===== config.mk =====
export PLATFORM = sky130hd
export DESIGN_NAME = vga_scan_out_flat
export DESIGN_NICKNAME = d
export VERILOG_FILES = /design/src/rtl/vga_scan_out_if.sv /design/src/rtl/vga_scan_out.sv /design/src/flat_wrapper.sv
export SDC_FILE = /design/constraint.sdc
export NUM_CORES = 1
export LEC_CHECK = 0
export CAP_MARGIN = 20
export CORE_MARGIN = 3
export CORE_UTILIZATION = 62
export DETAILED_ROUTE_END_ITERATION = 10
export DONT_BUFFER_PORTS = 1
export PLACE_DENSITY = 0.78
export SYNTH_ARGS = -nofsm -noshare
export SYNTH_HDL_FRONTEND = slang
export SYNTH_SLANG_ARGS = --single-unit

===== constraint.sdc =====
create_clock -name clk -period 2.15 [get_ports clk]
set_input_delay 0.43 -clock clk [delete_from_list [all_inputs] [get_ports clk]]
set_output_delay 0.43 -clock clk [all_outputs]
set_load 0.005 [all_outputs]

===== src/rtl/vga_scan_out_if.sv =====
`default_nettype none
// ============================================================================
// Module   : vga_scan_out_if
// Purpose  : Pixel-FIFO read port and VGA video outputs of the scan-out stage.
//            The master side is the scan-out engine. The slave side is the
//            FIFO plus the display sink.
// Revision : 1.0 - initial release
// ============================================================================
interface vga_scan_out_if;
  logic        fifo_empty;
  logic        fifo_full;
  logic [23:0] fifo_dout;
  logic        fifo_rd;
  logic        hsync;
  logic        vsync;
  logic        blank;
  logic [23:0] out_pixel;
  logic        underflow;

  modport master (
    input  fifo_empty, fifo_full, fifo_dout,
    output fifo_rd, hsync, vsync, blank, out_pixel, underflow
  );

  modport slave (
    output fifo_empty, fifo_full, fifo_dout,
    input  fifo_rd, hsync, vsync, blank, out_pixel, underflow
  );
endinterface
`default_nettype wire


===== src/rtl/vga_scan_out.sv =====
`default_nettype none
// ============================================================================
// Module   : vga_scan_out
// Purpose  : Pops 24-bit pixels from the display FIFO and generates VGA raster
//            timing (hsync, vsync, blank) with a registered RGB pixel. It
//            primes on a full FIFO at frame start and flags underflow.
// Revision : 1.0 - initial release
// ============================================================================
module vga_scan_out #(
  parameter int CLK_DIV  = 2,
  parameter int H_ACTIVE = 640,
  parameter int H_FP     = 16,
  parameter int H_SYNC   = 96,
  parameter int H_BP     = 48,
  parameter int V_ACTIVE = 480,
  parameter int V_FP     = 10,
  parameter int V_SYNC   = 2,
  parameter int V_BP     = 33
) (
  input  logic           clk,
  input  logic           rst,
  vga_scan_out_if.master bus
);

  localparam int H_TOTAL = H_ACTIVE + H_FP + H_SYNC + H_BP;
  localparam int V_TOTAL = V_ACTIVE + V_FP + V_SYNC + V_BP;
  localparam int DIV_W   = $clog2(CLK_DIV);

  localparam logic [DIV_W-1:0] DIV_LAST = DIV_W'(CLK_DIV - 1);
  localparam logic [DIV_W-1:0] DIV_ONE  = DIV_W'(1);
  localparam logic [9:0] H_LAST   = 10'(H_TOTAL - 1);
  localparam logic [9:0] V_LAST   = 10'(V_TOTAL - 1);
  localparam logic [9:0] H_ACT_C  = 10'(H_ACTIVE);
  localparam logic [9:0] V_ACT_C  = 10'(V_ACTIVE);
  localparam logic [9:0] H_SS     = 10'(H_ACTIVE + H_FP);
  localparam logic [9:0] H_SE     = 10'(H_ACTIVE + H_FP + H_SYNC);
  localparam logic [9:0] V_SS     = 10'(V_ACTIVE + V_FP);
  localparam logic [9:0] V_SE     = 10'(V_ACTIVE + V_FP + V_SYNC);
  localparam logic [9:0] CNT_ONE  = 10'd1;

  typedef enum logic [0:0] {
    PRIME = 1'b0,
    SCAN  = 1'b1
  } state_t;

  state_t           state;
  logic [DIV_W-1:0] div;
  logic [9:0]       h;
  logic [9:0]       v;

  logic pix_en;
  logic active;
  logic hs_n;
  logic vs_n;
  logic frame_start;
  logic want_pixel;
  logic rd;
  logic miss;

  // Values captured on the pix_en edge, presented one clock later
  logic ld;
  logic rd_q;
  logic hs_q;
  logic vs_q;
  logic blank_q;

  logic        hsync_r;
  logic        vsync_r;
  logic        blank_r;
  logic [23:0] pixel_r;
  logic        underflow_r;

  // Raster decode and read decision for the current pixel slot
  always_comb begin
    pix_en      = (div == DIV_LAST);
    active      = (h < H_ACT_C) && (v < V_ACT_C);
    hs_n        = !((h >= H_SS) && (h < H_SE));
    vs_n        = !((v >= V_SS) && (v < V_SE));
    frame_start = pix_en && (h == 10'd0) && (v == 10'd0) && bus.fifo_full;
    // The frame-start pixel is scanned in the same slot the FSM commits,
    // so a primed frame consumes every active pixel starting at (0,0).
    want_pixel  = ((state == SCAN) || frame_start) && pix_en && active;
    rd          = want_pixel && !bus.fifo_empty;
    miss        = want_pixel && bus.fifo_empty;
  end

  assign bus.fifo_rd = rd;

  // Pixel divider and horizontal/vertical position counters
  always_ff @(posedge clk or posedge rst) begin
    if (rst) begin
      div <= '0;
      h   <= '0;
      v   <= '0;
    end else if (pix_en) begin
      div <= '0;
      if (h == H_LAST) begin
        h <= '0;
        v <= (v == V_LAST) ? 10'd0 : v + CNT_ONE;
      end else begin
        h <= h + CNT_ONE;
      end
    end else begin
      div <= div + DIV_ONE;
    end
  end

  // Prime/scan FSM with the sticky underflow flag
  always_ff @(posedge clk or posedge rst) begin
    if (rst) begin
      state       <= PRIME;
      underflow_r <= 1'b0;
    end else begin
      case (state)
        PRIME:   if (frame_start) state <= SCAN;
        SCAN:    state <= SCAN;
        default: state <= PRIME;
      endcase
      if (miss) underflow_r <= 1'b1;
    end
  end

  // Capture timing and read status of the pixel slot on its pix_en edge
  always_ff @(posedge clk or posedge rst) begin
    if (rst) begin
      ld      <= 1'b0;
      rd_q    <= 1'b0;
      hs_q    <= 1'b1;
      vs_q    <= 1'b1;
      blank_q <= 1'b1;
    end else begin
      ld   <= pix_en;
      rd_q <= rd;
      if (pix_en) begin
        hs_q    <= hs_n;
        vs_q    <= vs_n;
        blank_q <= !active;
      end
    end
  end

  // Output register, loaded the clock after pix_en once FIFO data is valid
  always_ff @(posedge clk or posedge rst) begin
    if (rst) begin
      hsync_r <= 1'b1;
      vsync_r <= 1'b1;
      blank_r <= 1'b1;
      pixel_r <= 24'h000000;
    end else if (ld) begin
      hsync_r <= hs_q;
      vsync_r <= vs_q;
      blank_r <= blank_q;
      pixel_r <= rd_q ? bus.fifo_dout : 24'h000000;
    end
  end

  assign bus.hsync     = hsync_r;
  assign bus.vsync     = vsync_r;
  assign bus.blank     = blank_r;
  assign bus.out_pixel = pixel_r;
  assign bus.underflow = underflow_r;

endmodule
`default_nettype wire


===== src/flat_wrapper.sv =====
// flat-port wrapper written by rule: the top's interface ports become plain ports
module vga_scan_out_flat 
#(
  parameter int CLK_DIV  = 2,
  parameter int H_ACTIVE = 640,
  parameter int H_FP     = 16,
  parameter int H_SYNC   = 96,
  parameter int H_BP     = 48,
  parameter int V_ACTIVE = 480,
  parameter int V_FP     = 10,
  parameter int V_SYNC   = 2,
  parameter int V_BP     = 33
)
  (clk, rst, bus_fifo_empty, bus_fifo_full, bus_fifo_dout, bus_fifo_rd, bus_hsync, bus_vsync, bus_blank, bus_out_pixel, bus_underflow);
  vga_scan_out_if bus_i ();
  input  logic clk;
  input  logic rst;
  input wire logic [$bits(bus_i.fifo_empty)-1:0] bus_fifo_empty;
  input wire logic [$bits(bus_i.fifo_full)-1:0] bus_fifo_full;
  input wire logic [$bits(bus_i.fifo_dout)-1:0] bus_fifo_dout;
  output wire logic [$bits(bus_i.fifo_rd)-1:0] bus_fifo_rd;
  output wire logic [$bits(bus_i.hsync)-1:0] bus_hsync;
  output wire logic [$bits(bus_i.vsync)-1:0] bus_vsync;
  output wire logic [$bits(bus_i.blank)-1:0] bus_blank;
  output wire logic [$bits(bus_i.out_pixel)-1:0] bus_out_pixel;
  output wire logic [$bits(bus_i.underflow)-1:0] bus_underflow;
  assign bus_i.fifo_empty = bus_fifo_empty;
  assign bus_i.fifo_full = bus_fifo_full;
  assign bus_i.fifo_dout = bus_fifo_dout;
  assign bus_fifo_rd = bus_i.fifo_rd;
  assign bus_hsync = bus_i.hsync;
  assign bus_vsync = bus_i.vsync;
  assign bus_blank = bus_i.blank;
  assign bus_out_pixel = bus_i.out_pixel;
  assign bus_underflow = bus_i.underflow;
  vga_scan_out #(.CLK_DIV(CLK_DIV), .H_ACTIVE(H_ACTIVE), .H_FP(H_FP), .H_SYNC(H_SYNC), .H_BP(H_BP), .V_ACTIVE(V_ACTIVE), .V_FP(V_FP), .V_SYNC(V_SYNC), .V_BP(V_BP)) u_core (.clk(clk), .rst(rst), .bus(bus_i));
endmodule

==> results of run 1 <==
==> where the power goes <==
group          leakage (nW)  internal, W  switching (W)
logic                 0.454    0.0000125      0.0000318
clock network        0.0485     0.000234       0.000334
registers             0.713      0.00105      0.0000145
==> cell type report <==
cell class              instances  area [um2]
flip-flops and latches         55        1390
fillers                       256         980
multi-input cells             148         931
repair buffers                 18         148
inverters                      32         120
clock buffers                   5        68.8
well taps                      48        60.1
clock inverters                 3        22.5
==> cells by family (layout without fill, tap and decap cells) <==
logic type	Yosys count	in the layout	synth area share (%)
flops	55	55	56.8
simple gates	82	82	17.6
xor+xnor	11	11	3.95
mux	4	4	1.80
compound gates	47	47	10.7
fa+ha+maj	4	4	2.05
buf+inv	45	58	7.08
==> layout by cell type, fill, tap and decap left out, types with 3 or more instances in the layout <==
master,instances
and3_1,3
nor4_1,3
and4_1,3
clkbuf_8,5
ha_1,4
dfrtp_1,47
xor2_1,6
o21ai_0,33
nand4_1,5
inv_1,31
nand3_1,12
buf_4,17
a31oi_1,3
nand2_1,32
xnor2_1,5
mux2_2,3
nor2_1,8
dfstp_2,6
==> per-layer routing <==
metal | track usage, % | vias to the layer above
li1 | - | 848
met1 | 27.2 | 817
met2 | 36.6 | 75
met3 | 5.51 | 4
met4 | 5.60 | 0
met5 | 0 | -
==> sequential cells by signal, summed over array words and instances, names as in the netlist <==
| register | cells |
|---|---|
| u_core.blank_q | 1 |
| u_core.bus.blank | 1 |
| u_core.bus.hsync | 1 |
| u_core.bus.out_pixel | 24 |
| u_core.bus.underflow | 1 |
| u_core.bus.vsync | 1 |
| u_core.div | 1 |
| u_core.h | 10 |
| u_core.hs_q | 1 |
| u_core.ld | 1 |
| u_core.rd_q | 1 |
| u_core.state | 1 |
| u_core.v | 10 |
| u_core.vs_q | 1 |
==> stage by stage <==
step	utilization (%)	area (um2)	total power (W)	instances	setup slack [ps]
2_1_floorplan	-	2440	0.00111	248	314
3_3_place_gp	68.1	2530	0.00113	293	223
3_5_place_dp	68.1	2530	0.00113	293	156
4_1_cts	72.5	2690	0.00169	307	0.228
5_1_grt	73.6	2740	0.00175	309	10.9
6_report	73.6	2740	0.00168	309	79.9
==> what timing repair did <==
item,4_1_cts,5_1_grt
buffers inserted,6,2
resized for setup,7,5
pin swaps,2,2
hold endpoints to repair,0,0
setup endpoints to repair,1,1
hold buffers,0,0
==> worst paths after layout <==
check                                    start           to  depth (start not counted)
worst max-delay path               u_core.v[4]  bus_fifo_rd                          5
worst min-delay path                       rst  u_core.v[5]                          1
worst max register to register     u_core.h[0]  u_core.v[9]                          5
worst min register to register     u_core.hs_q  u_core.hs_q                          2
max in group asynchronous                  rst  u_core.h[4]                          2
min in group clk                bus_fifo_empty  u_core.rd_q                          1
==> critical path: stages, from the launching register on <==
cell and delay (ps):
dfrtp_1 430, nor4_2 280, buf_4 160, and4_4 230, a21oi_4 80, nor3_4 160
==> results.ini, run 1 <==
[floorplanning]
die-width_um = 68.7
coreArea_um2 = 3720
initial_utilization_pct = 65.6
rows = 22
height_of_the_chip_um = 68.7
dieArea_um2 = 4720
top_level_ports = 57

[finish]
final_layout_size_suffix_gt1_share_pct = 17.6
antennaDiodeCount = 0
area_growth_pct = 12.3
finalNetCount = 292

[detailed_routing]
routed-wl-met3_um = 430
wl_met1_mm = 2.12
total_met2_wirelength_after_detailed_routing_mm = 2.37
drt.antenna.violating_nets = 0
drt-wirelength-per-cell_um = 16.0
drt_total_wl_mm = 4.94
top_routing_layer_in_use = met4
vias_per_cell = 5.64
dr.pass1.iters = 4
drt_iter0_markers = 137
drcViolationCount = 0
routed-via-count = 1744

[logic_synthesis]
synth-async-reset-ratio_pct = 100
synth_top_area_share_pct = 50.3
synth_enable_flop_cells = 0
synth_area_leaders = dfrtp_1 (50%), o21ai_0 (6.8%), dfstp_2 (6.5%), inv_1 (4.9%), nand2_1 (4.9%)
syn_inst_count = 248
syn_avg_cell_area_um2 = 9.83
unique_cell_type_count_in_the_yosys_netlist = 36
synth_sequential_area_ratio_pct = 56.8
top_count_cell_post_synth = dfrtp_1
synth_fp_nets = 280
summed_instance_area_of_the_synthesized_netlist_um2 = 2440
synth_ff_type = dfrtp_1
yosys_register_bits = 55
synth_largest_area_cell = dfrtp_1
synth_commonest_cells = dfrtp_1 (49), o21ai_0 (33), inv_1 (32), nand2_1 (32), nand3_1 (12)
yosys_warnings = 0

[cts]
cts_buffers = 5
clock_tree_from_tritoncts = done
cts_root_buf = clkbuf_8
clock_insertion_delay_worst_skew_ps = 300
worst_setup_hold_path_clk_slew_ps = 100
cts.htree.levels = 2
cts_max_path_buffers = 2
cts_sinks = 55

[critical_path]
worst-r2r-setup-slack_ps = 160
critical_path_required_ps = 1720
worstSetupPathType = flop to output port
worst_ep_arrival_time_ps = 1640
end_kind = output port
timing.critical_path.fanout_max = 3
critical_path.startpoint_type = flop

[place]
globalplace.congestion = 0.828
buffer_ports.inserted = 0
hpwl_mm = 3.43

[sta]
timing.setup.tns_ps = 0
finalHoldViolCount = 0
fmax_mhz = 483
setup_violations = 0
skew_ps = 8.70
tightestPinTransition_ps = 797
relSlewSlack_pct = 46.9
rsz0062_at_grt = no
final_worst_path_cycle_share_pct = 96.3
period_needed_ps = 2070
fin_hold_ws_ps = 28.6
finalMaxSlewViolations = 0

[global_route]
global_route.overflow_total = 0
grt_antenna_before_repair = 0
grt.total_usage_pct = 21.5
grt_pass1_vias = 1635
grt_start_max_net_pins = 32
grt_first_pass_wirelength_mm = 7.57

[power]
power_leakage_nw = 1.22
vdd_ir_drop_max_uv = 322
p_per_area_nw_per_um2 = 614

[run_status]
run_status = completed

[hold_path]
holdCritPathClass = primary input to asynchronous set/reset pin

[run]
maxCapViolations = 0

(Power assumes the default switching activity.)
==> run 2, diff against run 1 <==
--- a/config.mk
+++ b/config.mk
@@ -6,11 +6,10 @@
 export NUM_CORES = 1
 export LEC_CHECK = 0
 export CAP_MARGIN = 20
-export CORE_MARGIN = 3
 export CORE_UTILIZATION = 62
 export DETAILED_ROUTE_END_ITERATION = 10
 export DONT_BUFFER_PORTS = 1
-export PLACE_DENSITY = 0.78
+export PLACE_DENSITY = 0.85
 export SYNTH_ARGS = -nofsm -noshare
 export SYNTH_HDL_FRONTEND = slang
 export SYNTH_SLANG_ARGS = --single-unit
==> run 2 against run 1 <==
Effect of this change:
- wire length is 7.1% lower
- global-route usage rose by 2.0 points
- via count up 2.0%
- first-iteration DRC count rose by 11%
- count of clock-buffer cells in the layout up 1
- clock power rose by 3.9%
- flip-flop and latch count unchanged
- design area is 2.1% lower
- highest routed layer unchanged
- cell count fell by 1.3%
- die area is 11% lower
==> results.ini, run 2 (synthesis results as in run 1) <==
[run_status]
run_status = completed

[cts]
cts_sinks = 55
worst_setup_hold_path_clk_slew_ps = 90
cts_max_path_buffers = 2
cts_buffers = 5
clock_insertion_delay_worst_skew_ps = 310
cts_root_buf = clkbuf_8
postCtsHoldBufs = 0
cts.htree.levels = 2
clock_tree_from_tritoncts = done

[detailed_routing]
drt-wirelength-per-cell_um = 15.0
drcViolationCount = 0
routed-via-count = 1779
drt_total_wl_mm = 4.59
drt.antenna.violating_nets = 0
drt_iter0_markers = 152
vias_per_cell = 5.83
dr.pass1.iters = 4

[place]
globalplace.congestion = 0.788
buffer_ports.inserted = 0
hpwl_mm = 3.24
dpl.cell_count = 291

[sta]
relSlewSlack_pct = 49.0
final_worst_path_cycle_share_pct = 94.7
skew_ps = 4.95
finalMaxSlewViolations = 0
period_needed_ps = 2040
finalHoldViolCount = 0
tightestPinTransition_ps = 765
fmax_mhz = 491
timing.setup.tns_ps = 0
setup_violations = 0
rsz0062_at_grt = no

[floorplanning]
dieArea_um2 = 4190
die-width_um = 64.7
initial_utilization_pct = 65.6
rows = 22
height_of_the_chip_um = 64.7
coreArea_um2 = 3720
top_level_ports = 57

[finish]
layout.cells.most_common_list = dfrtp_1 (47), o21ai_0 (33), nand2_1 (32)
final_common_cell = dfrtp_1
area_growth_pct = 9.91
layout.filler_cells = 257
layoutNonFillerInstCount = 305
antennaDiodeCount = 0
finalNetCount = 288
largest_register_ffs = 24
final_layout_size_suffix_gt1_share_pct = 16.0

[critical_path]
critical_path_required_ps = 1720
critical_path.startpoint_type = flop
end_kind = output port
worst_ep_arrival_time_ps = 1610
worstSetupPathType = flop to output port
timing.critical_path.fanout_max = 9

[global_route]
grt.total_usage_pct = 23.5
global_route.overflow_total = 0
grt_pass1_vias = 1605
grt_start_max_net_pins = 28
grt_first_pass_wirelength_mm = 7.39
grt_antenna_before_repair = 0

[hold_path]
holdCritPathClass = primary input to asynchronous set/reset pin

[run]
maxCapViolations = 0

[power]
p_per_area_nw_per_um2 = 633
vdd_ir_drop_max_uv = 310
power_leakage_nw = 1.19

## run 2: changes by cell type in the layout (fill, tap and decap cells not counted), sizes merged
| cell | delta |
|---|---|
| clkbuf | +1 |
| clkinvlp | +1 |
| clkinv | -1 |
| buf | -4 |
| inv | -1 |
## run 2: area by class of cell
| class | instances | area, um2 | share of cell area (%) |
|---|---|---|---|
| Sequential cell | 55 | 1390 | 51.8 |
| Multi-Input combinational cell | 148 | 908 | 33.9 |
| Inverter | 32 | 120 | 4.48 |
| Timing Repair Buffer | 14 | 105 | 3.92 |
| Clock buffer | 6 | 82.6 | 3.08 |
| Tap cell | 48 | 60.1 | 2.24 |
| Clock inverter | 2 | 16.3 | 0.607 |
## run 2: final timing paths
kind / from / endpoint / slack (ps) / cells after the start
setup / recovery: u_core.h[7] / bus_fifo_rd / 110 / 4
setup reg to reg: u_core.h[0] / u_core.v[9] / 120 / 5
hold reg to reg: u_core.hs_q / u_core.hs_q / 500 / 2
hold / removal: rst / u_core.v[2] / 8 / 1
max in group asynchronous: rst / u_core.bus.out_pixel[22] / 1520 / 2
min in group clk: bus_fifo_empty / u_core.rd_q / 190 / 1
## run 2: power by group
group	leakage, nW	internal, W	switching [W]	total (W)
clock	0.0474	0.000263	0.000327	0.000590
sequential	0.713	0.00105	0.0000138	0.00107
combinational	0.425	0.0000102	0.0000301	0.0000403
## run 2: metal layers
| metal | vias up | GRT usage [%] | routed length, um |
|---|---|---|---|
| met3 | 5 | 4.58 | 253 |
| met5 | - | 0 | 0 |
| met2 | 67 | 38.0 | 2260 |
| li1 | 844 | - | - |
| met1 | 863 | 30.3 | 2000 |
| met4 | 0 | 11.1 | 65 |
## run 2: repair_timing
item	4_1_cts	5_1_grt
pin swaps	1	2
setup buffers	6	0
endpoints found under the hold margin	0	0
gates resized for setup	4	4
endpoints found under the setup margin	1	1
## run 2: worst max-delay path, stage by stage (launching register included)
cell,delay (ps)
dfrtp_1,490
nor4b_1,310
and4_1,240
a21oi_2,80
nor3_2,190
## run 2: metrics by stage
step | power, W | hold WS (ps) | utilization [%] | instance area, um2 | setup slack [ps]
after detailed placement | 0.00113 | 354 | 67.4 | 2500 | 137
after global routing | 0.00176 | 36.3 | 72.1 | 2680 | 0.837
after global placement | 0.00112 | 350 | 67.4 | 2500 | 235
final | 0.00170 | 8.07 | 72.1 | 2680 | 113
after CTS | 0.00171 | 15.5 | 71.7 | 2660 | 11.8
after floorplan | 0.00111 | 424 | - | 2440 | 314
==> run 3, diff against run 2 <==
--- a/config.mk
+++ b/config.mk
@@ -9,6 +9,8 @@
 export CORE_UTILIZATION = 62
 export DETAILED_ROUTE_END_ITERATION = 10
 export DONT_BUFFER_PORTS = 1
+export GPL_ROUTABILITY_DRIVEN = 0
+export HOLD_SLACK_MARGIN = 0.15
 export PLACE_DENSITY = 0.85
 export SYNTH_ARGS = -nofsm -noshare
 export SYNTH_HDL_FRONTEND = slang
==> run 3 against run 2 <==
Effect of this change:
- worst hold slack better by 190 ps
- combinational power is 4% higher
- die area stayed put
- critical path type unchanged
- critical endpoint unchanged
- largest power group unchanged
==> results.ini, run 3 (synthesis results as in run 1) <==
[place]
buffer_ports.inserted = 0
hpwl_mm = 3.24
dpl_worst_slack_ps = 137
dpl-instance-area_um2 = 2500
dpl.cell_count = 291

[sta]
finalMaxSlewViolations = 0
rsz0062_at_grt = no
relSlewSlack_pct = 49.0
timing.setup.tns_ps = 0
setup_violations = 0
finalHoldViolCount = 0
fmax_mhz = 492
setup_slack_ps = 116
period_needed_ps = 2030
skew_ps = 5.32
final_worst_path_cycle_share_pct = 94.6
tightestPinTransition_ps = 766

[floorplanning]
dieArea_um2 = 4190
height_of_the_chip_um = 64.7
top_level_ports = 57
coreArea_um2 = 3720
rows = 22
initial_utilization_pct = 65.6
die-width_um = 64.7

[finish]
layout.cells.most_common_list = dfrtp_1 (47), o21ai_0 (33), nand2_1 (32)
layout.filler_cells = 253
final_common_cell = dfrtp_1
layoutNonFillerInstCount = 306
largest_register_ffs = 24
final_layout_size_suffix_gt1_share_pct = 15.9
area_growth_pct = 10.3
finalNetCount = 289
finish.utilization_pct = 72.4
layout.cell_area.non_filler_um2 = 2690
antennaDiodeCount = 0

[critical_path]
worst_ep_arrival_time_ps = 1600
critical_path_required_ps = 1720
critical_path.startpoint = u_core.h[7]
worstSetupPathType = flop to output port
end_kind = output port
critical_path.startpoint_type = flop
timing.rr.start = u_core.h[0]
ff2ff_path_depth = 5
worstSetupEndpoint = bus_fifo_rd
worst-r2r-setup-slack_ps = 130
timing.critical_path.fanout_max = 9
timing.rr.end = u_core.v[9]

[detailed_routing]
wl_met1_mm = 2.01
dr.pass1.iters = 4
top_routing_layer_in_use = met4
drcViolationCount = 0
drt_total_wl_mm = 4.58
drt-wirelength-per-cell_um = 15.0
total_met2_wirelength_after_detailed_routing_mm = 2.25
drt.antenna.violating_nets = 0
vias_per_cell = 5.78
routed-wl-met3_um = 255
routed-via-count = 1770
drt_iter0_markers = 117

[cts]
cts_max_path_buffers = 2
clock_tree_from_tritoncts = done
cts_buffers = 5
cts_sinks = 55
clock_insertion_delay_worst_skew_ps = 310
cts.htree.levels = 2
worst_setup_hold_path_clk_slew_ps = 90
cts_root_buf = clkbuf_8

[global_route]
grt_pass1_vias = 1615
grt.total_usage_pct = 23.5
grt_first_pass_wirelength_mm = 7.42
grt_antenna_before_repair = 0
global_route.overflow_total = 0
grt_start_max_net_pins = 28

[run]
maxCapViolations = 0

[run_status]
run_status = completed

[power]
power_leakage_nw = 1.19
vdd_ir_drop_max_uv = 309
p_per_area_nw_per_um2 = 631

[hold_path]
holdCritPathClass = primary input to flop

-- run 3: worst max-delay path, cell delays in order (launching register included) --
cell and delay [ps]:
dfrtp_1 490, nor4b_1 300, and4_1 240, a21oi_2 80
nor3_2 190
-- run 3: area by class of cell --
cell class / count / area (um2) / area share, %
Clock inverter: 2 / 16.3 / 0.605
Sequential cell: 55 / 1390 / 51.6
Inverter: 32 / 120 / 4.47
Clock buffer: 6 / 82.6 / 3.07
Tap cell: 48 / 60.1 / 2.23
Multi-Input combinational cell: 148 / 908 / 33.8
Timing Repair Buffer: 15 / 115 / 4.28
-- run 3: power breakdown --
part | total, W | leakage, nW | internal [W] | switching, W
combinational | 0.0000420 | 0.430 | 0.0000114 | 0.0000305
clock | 0.000589 | 0.0474 | 0.000263 | 0.000326
sequential | 0.00107 | 0.713 | 0.00105 | 0.0000138
total | 0.00170 | 1.19 | 0.00133 | 0.000370
-- run 3: worst min path at each step --
stage,startpoint,depth (start not counted),slack [ps],end
after floorplan,u_core.state,2,420,u_core.state
after global placement,rst,1,350,u_core.v[8]
after detailed placement,rst,1,350,u_core.v[8]
after CTS,bus_fifo_empty,1,180,u_core.rd_q
after global routing,bus_fifo_empty,1,190,u_core.rd_q
final,bus_fifo_empty,1,190,u_core.rd_q
-- run 3: routing by layer --
| layer | vias up | GRT usage (%) |
|---|---|---|
| met4 | 0 | 11.1 |
| met5 | - | 0 |
| li1 | 846 | - |
| met3 | 5 | 4.58 |
| met1 | 853 | 30.2 |
| met2 | 66 | 38.3 |
-- run 3: repair_timing --
action	4_1_cts	5_1_grt
endpoints found under the setup margin	1	1
hold endpoints to repair	21	0
pin swaps	1	2
setup buffers	6	0
hold buffers	1	0
resized for setup	4	4
-- run 3: per-stage QoR --
stage / hold WS, ps / total power, W
detailed placement: 354 / 0.00113
global placement: 350 / 0.00112
floorplan: 424 / 0.00111
finish: 194 / 0.00170
CTS: 182 / 0.00171
global route: 185 / 0.00176
